**src/rtl/bt656_pattern_tx_if.sv**
```systemverilog
// BT.656 byte stream and field/frame status driven by the pattern transmitter.
interface bt656_pattern_tx_if;
  logic [7:0] d_out;
  logic       sof;
  logic       field;
  logic       field_toggle;
  logic [7:0] frame_cnt;

  modport master (
    output d_out,
    output sof,
    output field,
    output field_toggle,
    output frame_cnt
  );

  modport slave (
    input d_out,
    input sof,
    input field,
    input field_toggle,
    input frame_cnt
  );
endinterface

```
**src/rtl/bt656_pattern_tx.sv**
```systemverilog
// Free-running synthetic BT.656 (525/60, 8-bit 4:2:2) source with luma test patterns,
// used as a loopback stimulus for the capture path.
module bt656_pattern_tx #(
  parameter int unsigned ACTIVE_BYTES = 1440,
  parameter int unsigned HBLANK_BYTES = 268,
  parameter int unsigned FIELD0_LINES = 262,
  parameter int unsigned FIELD1_LINES = 263,
  parameter int unsigned VBLANK_LINES = 20
) (
  input  logic               cam1_pclk,
  input  logic               cam_resetn,
  input  logic [1:0]         pattern_sel,
  bt656_pattern_tx_if.master tx
);

  localparam int unsigned H_W        = 11;
  localparam int unsigned V_W        = 9;
  localparam int unsigned P_W        = 10;
  localparam int unsigned SAV_START  = 4 + HBLANK_BYTES;
  localparam int unsigned ACT_START  = SAV_START + 4;
  localparam int unsigned LINE_BYTES = ACT_START + ACTIVE_BYTES;

  localparam logic [1:0] PAT_RAMP = 2'd0;
  localparam logic [1:0] PAT_BARS = 2'd1;
  localparam logic [1:0] PAT_LINE = 2'd2;

  localparam logic [7:0] BLANK_CB = 8'h80;
  localparam logic [7:0] BLANK_Y  = 8'h10;
  localparam logic [7:0] FLAT_Y   = 8'hEB;

  // Counter state: the byte about to be emitted
  logic [H_W-1:0] h_cnt;
  logic [V_W-1:0] v_cnt;
  logic           f_q;
  logic [1:0]     pat_q;
  logic           frame_pend_q;

  // Registered outputs
  logic [7:0] d_out_q;
  logic       sof_q;
  logic       field_q;
  logic       field_toggle_q;
  logic [7:0] frame_cnt_q;

  logic           line_end_c;
  logic           field_end_c;
  logic           sof_c;
  logic           v_blank_c;
  logic [V_W-1:0] last_line_c;
  logic [H_W-1:0] a_c;
  logic [P_W-1:0] pix_c;
  logic [7:0]     luma_raw_c;
  logic [7:0]     luma_c;
  logic [7:0]     byte_c;

  function automatic logic [7:0] xy_code(input logic f, input logic v, input logic h);
    return {1'b1, f, v, h, v ^ h, f ^ h, f ^ v, f ^ v ^ h};
  endfunction

  // Line/field position decode
  always_comb begin
    last_line_c = f_q ? V_W'(FIELD1_LINES - 1) : V_W'(FIELD0_LINES - 1);
    line_end_c  = (h_cnt == H_W'(LINE_BYTES - 1));
    field_end_c = line_end_c && (v_cnt == last_line_c);
    sof_c       = (h_cnt == '0) && (v_cnt == '0);
    v_blank_c   = (v_cnt < V_W'(VBLANK_LINES));
  end

  // Luma per pattern, wrapped to 8 bits, then kept off the reserved 00/FF codes
  always_comb begin
    a_c        = h_cnt - H_W'(ACT_START);
    pix_c      = a_c[H_W-1:1];
    luma_raw_c = FLAT_Y;
    case (pat_q)
      PAT_RAMP: luma_raw_c = pix_c[7:0] + frame_cnt_q;
      PAT_BARS: luma_raw_c = 8'h10 + {pix_c[9:7], 5'b0_0000};
      PAT_LINE: luma_raw_c = v_cnt[7:0];
      default:  luma_raw_c = FLAT_Y;
    endcase
    luma_c = luma_raw_c;
    if (luma_raw_c == 8'h00) begin
      luma_c = 8'h01;
    end else if (luma_raw_c == 8'hFF) begin
      luma_c = 8'hFE;
    end
  end

  // Byte selection across EAV, horizontal blanking, SAV and the active window
  always_comb begin
    byte_c = BLANK_CB;
    if (h_cnt < H_W'(4)) begin
      case (h_cnt[1:0])
        2'd0:    byte_c = 8'hFF;
        2'd3:    byte_c = xy_code(f_q, v_blank_c, 1'b1);
        default: byte_c = 8'h00;
      endcase
    end else if (h_cnt < H_W'(SAV_START)) begin
      byte_c = h_cnt[0] ? BLANK_Y : BLANK_CB;
    end else if (h_cnt < H_W'(ACT_START)) begin
      case (h_cnt[1:0] - 2'(SAV_START))
        2'd0:    byte_c = 8'hFF;
        2'd3:    byte_c = xy_code(f_q, v_blank_c, 1'b0);
        default: byte_c = 8'h00;
      endcase
    end else if (!a_c[0]) begin
      byte_c = BLANK_CB;
    end else if (v_blank_c) begin
      byte_c = BLANK_Y;
    end else begin
      byte_c = luma_c;
    end
  end

  // Counters and registered outputs
  always_ff @(posedge cam1_pclk or negedge cam_resetn) begin
    if (!cam_resetn) begin
      h_cnt          <= '0;
      v_cnt          <= '0;
      f_q            <= 1'b0;
      pat_q          <= PAT_RAMP;
      frame_pend_q   <= 1'b0;
      d_out_q        <= BLANK_CB;
      sof_q          <= 1'b0;
      field_q        <= 1'b0;
      field_toggle_q <= 1'b0;
      frame_cnt_q    <= '0;
    end else begin
      d_out_q <= byte_c;
      sof_q   <= sof_c;
      field_q <= f_q;

      // Pattern and frame count only change on a field start so a field is uniform
      if (sof_c) begin
        pat_q          <= pattern_sel;
        field_toggle_q <= ~field_toggle_q;
        if (frame_pend_q) begin
          frame_cnt_q  <= frame_cnt_q + 8'd1;
          frame_pend_q <= 1'b0;
        end
      end

      if (line_end_c) begin
        h_cnt <= '0;
        if (field_end_c) begin
          v_cnt <= '0;
          f_q   <= ~f_q;
          if (f_q) begin
            frame_pend_q <= 1'b1;
          end
        end else begin
          v_cnt <= v_cnt + V_W'(1);
        end
      end else begin
        h_cnt <= h_cnt + H_W'(1);
      end
    end
  end

  assign tx.d_out        = d_out_q;
  assign tx.sof          = sof_q;
  assign tx.field        = field_q;
  assign tx.field_toggle = field_toggle_q;
  assign tx.frame_cnt    = frame_cnt_q;

endmodule

```
**src/flat_wrapper.sv**
```systemverilog
// flat-port wrapper written by rule: the top's interface ports become plain ports
module bt656_pattern_tx_flat 
#(
  parameter int unsigned ACTIVE_BYTES = 1440,
  parameter int unsigned HBLANK_BYTES = 268,
  parameter int unsigned FIELD0_LINES = 262,
  parameter int unsigned FIELD1_LINES = 263,
  parameter int unsigned VBLANK_LINES = 20
)
  (cam1_pclk, cam_resetn, pattern_sel, tx_d_out, tx_sof, tx_field, tx_field_toggle, tx_frame_cnt);
  bt656_pattern_tx_if tx_i ();
  input  logic cam1_pclk;
  input  logic cam_resetn;
  input  logic [1:0] pattern_sel;
  output wire logic [$bits(tx_i.d_out)-1:0] tx_d_out;
  output wire logic [$bits(tx_i.sof)-1:0] tx_sof;
  output wire logic [$bits(tx_i.field)-1:0] tx_field;
  output wire logic [$bits(tx_i.field_toggle)-1:0] tx_field_toggle;
  output wire logic [$bits(tx_i.frame_cnt)-1:0] tx_frame_cnt;
  assign tx_d_out = tx_i.d_out;
  assign tx_sof = tx_i.sof;
  assign tx_field = tx_i.field;
  assign tx_field_toggle = tx_i.field_toggle;
  assign tx_frame_cnt = tx_i.frame_cnt;
  bt656_pattern_tx #(.ACTIVE_BYTES(ACTIVE_BYTES), .HBLANK_BYTES(HBLANK_BYTES), .FIELD0_LINES(FIELD0_LINES), .FIELD1_LINES(FIELD1_LINES), .VBLANK_LINES(VBLANK_LINES)) u_core (.cam1_pclk(cam1_pclk), .cam_resetn(cam_resetn), .pattern_sel(pattern_sel), .tx(tx_i));
endmodule
```
**config.mk**
```make
export PLATFORM = sky130hd
export DESIGN_NAME = bt656_pattern_tx_flat
export DESIGN_NICKNAME = d
export VERILOG_FILES = /design/src/rtl/bt656_pattern_tx_if.sv /design/src/rtl/bt656_pattern_tx.sv /design/src/flat_wrapper.sv
export SDC_FILE = /design/constraint.sdc
export NUM_CORES = 1
export LEC_CHECK = 0
export BUFFER_PORTS_ARGS = -buffer_cell sky130_fd_sc_hd__buf_2
export CAP_MARGIN = 5
export CORE_UTILIZATION = 65
export DETAILED_ROUTE_END_ITERATION = 10
export GPL_TIMING_DRIVEN = 1
export MAX_ROUTING_LAYER = met4
export PLACE_DENSITY = 0.9
export SYNTH_ARGS = -nofsm -noshare
export SYNTH_HDL_FRONTEND = slang
export SYNTH_SLANG_ARGS = --single-unit
```
**constraint.sdc**
```tcl
create_clock -name cam1_pclk -period 5.3 [get_ports cam1_pclk]
set_clock_uncertainty 0.05 [all_clocks]
set_input_delay 0.265 -clock cam1_pclk [delete_from_list [all_inputs] [get_ports cam1_pclk]]
set_output_delay 0.265 -clock cam1_pclk [all_outputs]
set_load 0.01 [all_outputs]
```
=== Word-level counts from Yosys, hierarchy flattened ===
Index checks and enable logic that the tools add are counted.
Widths: inputs -> output; s select.

* Flip-flop bits (word level): 43
* Bits of input ports: 4
* Output and inout port bits: 19
* Logic and storage cells: 58

* Add/sub/neg operators: 6
* Magnitude comparators: 4
* Eq/ne operators: 6
* Mux-type cells: 18
* Bitwise logic cells: 5
* Reduce and logical (&&, ||, !) cells: 9

{| class="wikitable"
|+ Operators with widths
! kind !! number
|-
| $mux 8 || 8
|-
| $pmux 8 s2 || 2
|-
| $pmux 8 s3 || 1
|-
| $lt 11x9->1 const B || 2
|-
| $add 11x1->11 const B || 1
|-
| $eq 11x11->1 const B || 1
|-
| $logic_not 11->1 || 1
|-
| $lt 11x3->1 const B || 1
|-
| $mux 11 || 1
|-
| $sub 11x9->11 const B || 1
|-
| $add 9x1->9 const B || 1
|-
| $eq 9x9->1 || 1
|-
| $logic_not 9->1 || 1
|-
| $lt 9x5->1 const B || 1
|-
| $mux 9 || 1
|-
| $add 5x8->8 const A || 1
|-
| $add 8x1->8 const B || 1
|-
| $add 8x8->8 || 1
|-
| $eq 8x8->1 const B || 1
|-
| $logic_not 8->1 || 1
|-
| $eq 2x2->1 const B || 2
|-
| $logic_not 2->1 || 2
|-
| $mux 1 || 4
|-
| $not 1->1 || 4
|-
| other kinds (5) || 7
|}

=== Longest topological paths before layout ===
* Word-level depth: 11
* Depth in mapped cells: 13
* Mapped depth without buffers: 13

=== Worst setup path before layout ===
OpenSTA, ideal clock, no wires.

* Path type: register to register
* Start: reg u_core.h_cnt[2]
* End: reg u_core.d_out_q[2], in the netlist u_core.tx.d_out[2]
* Data arrival time: 2,714 ps
* Required time: 5,149 ps
* Slack: 2,436 ps
* Cell stages (with the launch flop): 14
* Buffers on the path: 0
* Cell sequence: dfrtp_1 > inv_1 > ha_1 > nor2b_1 > nor2_1 > xor2_1 > ha_1 > nand4_1 > a21oi_1 > and3b_1 > xor2_1 > a221oi_1 > o31ai_1 > o32ai_1

* Longest elaborated chain between the ends: 11
* Elaborated cells on any way between the ends: 16

{| class="wikitable"
|+ RTL lines
! element !! RTL line !! RTL
|-
| start: declaration || bt656_pattern_tx.sv:32 || <nowiki>logic [H_W-1:0] h_cnt;</nowiki>
|-
| start signal: assignment || bt656_pattern_tx.sv:154 || <nowiki>h_cnt <= h_cnt + H_W'(1);</nowiki>
|-
| $sub 11x9->11 || bt656_pattern_tx.sv:71 || <nowiki>a_c = h_cnt - H_W'(ACT_START);</nowiki>
|-
| $add 8x8->8 / $add 5x8->8 (equally long branches) || bt656_pattern_tx.sv:75, bt656_pattern_tx.sv:76 ||
|-
| $pmux 8 s3 || bt656_pattern_tx.sv:74 || <nowiki>case (pat_q)</nowiki>
|-
| $eq 8x8->1 || bt656_pattern_tx.sv:83 || <nowiki>end else if (luma_raw_c == 8'hFF) begin</nowiki>
|-
| $mux 8 || bt656_pattern_tx.sv:83 ||
|-
| $mux 8 || bt656_pattern_tx.sv:81 || <nowiki>if (luma_raw_c == 8'h00) begin</nowiki>
|-
| $mux 8 || bt656_pattern_tx.sv:107 || <nowiki>end else if (v_blank_c) begin</nowiki>
|-
| $mux 8 || bt656_pattern_tx.sv:105 || <nowiki>end else if (!a_c[0]) begin</nowiki>
|-
| $mux 8 || bt656_pattern_tx.sv:99 || <nowiki>end else if (h_cnt < H_W'(ACT_START)) begin</nowiki>
|-
| $mux 8 || bt656_pattern_tx.sv:97 || <nowiki>end else if (h_cnt < H_W'(SAV_START)) begin</nowiki>
|-
| $mux 8 * || bt656_pattern_tx.sv:91 || <nowiki>if (h_cnt < H_W'(4)) begin</nowiki>
|-
| named net u_core.byte_c[2] || bt656_pattern_tx.sv:54 || <nowiki>logic [7:0] byte_c;</nowiki>
|-
| end signal: assignment || bt656_pattern_tx.sv:128 || <nowiki>d_out_q <= byte_c;</nowiki>
|-
| end: declaration || bt656_pattern_tx.sv:39 || <nowiki>logic [7:0] d_out_q;</nowiki>
|}

Mark *: on every way through the listed nets, which the timed path passes. The rest lies on a longest branch.
A chain may end at the register's enable or synchronous reset.

=== Worst setup path in the final report ===
Ends and elaborated chain as after synthesis.

==> reports/summary.txt <==
Status: finished, final reports clean
Post-route antenna net violation count: 0
Slew Limit Headroom: 37.21%
GPL Wtd Cong: 0.9386
Top Ports: 23
Vias per cell: 6.416
Synth Flop Type: dfrtp_1
Slowest CP cell: dfrtp_1
Top cells by area, synth: dfrtp_1 (37%), ha_1 (7.0%), xnor2_1 (5.8%), nor2_1 (4.1%), xor2_1 (4.0%)
Synth cell types: 56
Crit path required time: 5450 ps
CTS Hold Bufs: 0
First-pass GRT wire length: 10820 um
Type of origin of the critical path: flip-flop
Chip height: 68.29 um
Clk slew on worst S/H paths: 80 ps
Final period util: 62.45%
Mapped Nets: 337
Clock power share: 39.8%
Slew Limit Fails: 0
CTS tree: yes
Die Area: 4664 um2
Core Footprint: 4115 um2
1st-iter DRT viols: 191
Leading area contributor after synthesis: dfrtp_1
Critical path's largest stage delay: 480 ps
Final Non-Filler Cells: 382
Sw frac: 22.63%
Max Fanout on Critical Path: 7
Top cells by count, synth: dfrtp_1 (42), nor2_1 (31), nand2_1 (25)
GR Overflow Total: 0
HPWL Detailed: 4690 um
Post-synth EDFFs: 0
Site Rows: 23
Seq pwr share: 56.6%
Switch Pwr: 132.9 uW
Antenna cell count: 0
FMAX: 302.1 MHz
Wire length per cell: 16.97 um
Worst min path class: in -> async
CTS HTree Levels: 2
Global Route met1 Usage: 44.76%
Met3 GRT Util: 5.167%
Gr busiest metal: met2
GRT Total Usage: 32.82%
TritonCTS buffer count: 5
Final Total Pwr: 587.5 uW
Layout cells sized above 1: 12.35%
Worst IR Drop VDD: 0.1605 mV
Final hold viol count: 0
Avg Inst Size Synth: 9.040 um2
Tmin final: 3310 ps
Number of port buffers: 22
Final setup viols: 0
Clk root buf: clkbuf_8
Ys Warns: 0
CP Cell Sequence: inv_1 -> ha_1 -> nor2b_1 -> nor2_1 -> xor2_1 -> ha_1 -> nand4_1 -> a21oi_1 -> and3b_1 -> xor2_1 -> a221oi_1 -> o31ai_1 -> o32ai_1
Most common cell in the netlist: dfrtp_1
Met2 Use GR: 48.65%
Share of the synthesized area in the top cell type: 36.79%
Post-Route WL: 6483 um
1st-pass router iterations: 5
Multi-input logic area: 1642 um2
Placed cell count: 374
Logic pwr share: 3.7%
RSZ-0062 raised after global routing: false
Worst Path Arrival: 3460 ps
Fillers: 288
Initial core utilization: 69.41%
Worst slew pin tran: 941.9 ps
Synth Instances: 316
Type of element capturing the critical path: flip-flop
Mapped cell area: 2856 um2
Die Width: 68.29 um
Clk sink count: 43
P_leak: 1.397 nW
Remaining DRCs: 0
TNS Setup: 0 ps
Cell-internal power: 454.6 uW
R2r setup slk: 1990 ps
Register area share after synthesis: 37.71%
Max_cap viols: 0
FF+latch count, synth: 43
Worst-skew pair later-pin latency: 300 ps
Async SR Flop Fraction: 100.0%
Vias in the first global route: 2255
CTS max path bufs: 2
Post-CTS Repair Setup Buffers: 0
Pwr/cell area: 191.1 nW/um2
Layout area overhead: 7.622%
Initial antenna violation count: 0
Nets: 352
Register area: 1077 um2
Post-cts sizing count: 0
Routed vias: 2451
Largest net degree at the start of global routing: 44
Critical path class: reg -> reg
## worst paths after layout
path | end | from | cells past startpoint
setup / recovery | u_core.tx.d_out[2]$_DFF_PN0_ | u_core.h_cnt[2]$_DFF_PN0_ | 13
hold / removal | u_core.tx.frame_cnt[4]$_DFFE_PN0P_ | cam_resetn | 1
setup reg to reg | u_core.tx.d_out[2]$_DFF_PN0_ | u_core.h_cnt[2]$_DFF_PN0_ | 13
hold reg to reg | u_core.tx.field$_DFF_PN0_ | u_core.f_q$_DFFE_PN0P_ | 0
max in group asynchronous | u_core.v_cnt[3]$_DFFE_PN0N_ | cam_resetn | 1
min in group cam1_pclk | u_core.pat_q[0]$_DFFE_PN0P_ | pattern_sel[0] | 2
## area by class of cell
cell class | instances | area share (%)
Tap cell | 50 | 2.035
Inverter | 19 | 2.320
Sequential cell | 43 | 35.04
Multi-Input combinational cell | 239 | 53.40
Timing Repair Buffer | 23 | 3.826
Clock inverter | 1 | 0.2442
Clock buffer | 7 | 3.134
## critical path: cells and delay by family, from the launching register on
family                   cells  cell delay, ps
AND/OR/NAND/NOR              4             640
AO/OA/AOI/OAI                4            1000
flip-flops                   1             480
adder cells (fa/ha/maj)      2             630
XOR/XNOR                     2             300
buffers and inverters        1             130
## power by group through the flow
stage | Clock, mW | Sequential (mW) | Combinational (mW)
4_1_cts | 0.237 | 0.332 | 0.0220
5_1_grt | 0.249 | 0.333 | 0.0249
2_1_floorplan | 0 | 0.335 | 0.0152
3_5_place_dp | 0 | 0.339 | 0.0219
6_report | 0.234 | 0.332 | 0.0216
3_3_place_gp | 0 | 0.339 | 0.0214
## logic make-up after synthesis
| family | synth area share, % |
|---|---|
| AND/OR/NAND/NOR | 21.90 |
| AO/OA/AOI/OAI | 15.42 |
| flip-flops | 37.71 |
| buffers and inverters | 4.818 |
| XOR/XNOR | 10.60 |
| adder cells (fa/ha/maj) | 7.709 |
| multiplexers | 1.840 |
## registers in the layout, indices dropped and copies added (netlist names)
register,cells
u_core.pat_q,2
u_core.tx.d_out,8
u_core.tx.frame_cnt,8
u_core.tx.field,1
u_core.tx.sof,1
u_core.h_cnt,11
u_core.tx.field_toggle,1
u_core.frame_pend_q,1
u_core.f_q,1
u_core.v_cnt,9
## per-stage QoR
stage / util, % / setup WS (ps) / cell area, um2 / hold slack, ps
finish: 74.70 / 1990 / 3074 / 46.26
global route: 74.70 / 1760 / 3074 / 133.1
CTS: 74.70 / 2046 / 3074 / 96.81
detailed placement: 72.18 / 2068 / 2970 / 394.7
global placement: 72.18 / 2248 / 2970 / 399.2
floorplan: - / 2436 / 2856 / -80.59
## cell usage in the layout, fill, tap and decap left out, drive strengths merged, types with 2 or more instances in the layout
cell | synthesis | routed
a211o | 3 | 3
nor2 | 31 | 31
clkbuf | 11 | 7
nor4 | 3 | 3
nor2b | 4 | 4
nor3 | 7 | 7
o21a | 2 | 2
nand2 | 25 | 25
buf | 4 | 23
o2111ai | 2 | 2
o31ai | 4 | 4
mux2i | 3 | 3
a21oi | 16 | 16
o32ai | 4 | 4
inv | 19 | 19
o21ai | 15 | 15
dfrtp | 42 | 42
nand3b | 3 | 3
and3 | 5 | 5
xnor2 | 19 | 19
nand4 | 9 | 9
o211ai | 2 | 2
or3 | 7 | 7
or4 | 3 | 3
or2 | 2 | 2
xor2 | 13 | 13
o22ai | 5 | 5
nand3 | 11 | 11
ha | 16 | 16
o32a | 2 | 2
a31oi | 3 | 3
mux2 | 2 | 2
## per-layer routing
metal  vias up  share of wire (%)
met3        21                7.1
met4         0                2.7
met2       105                 45
met5         -                  0
met1      1160                 45
li1       1165                  -
(Power assumes the default switching activity.)
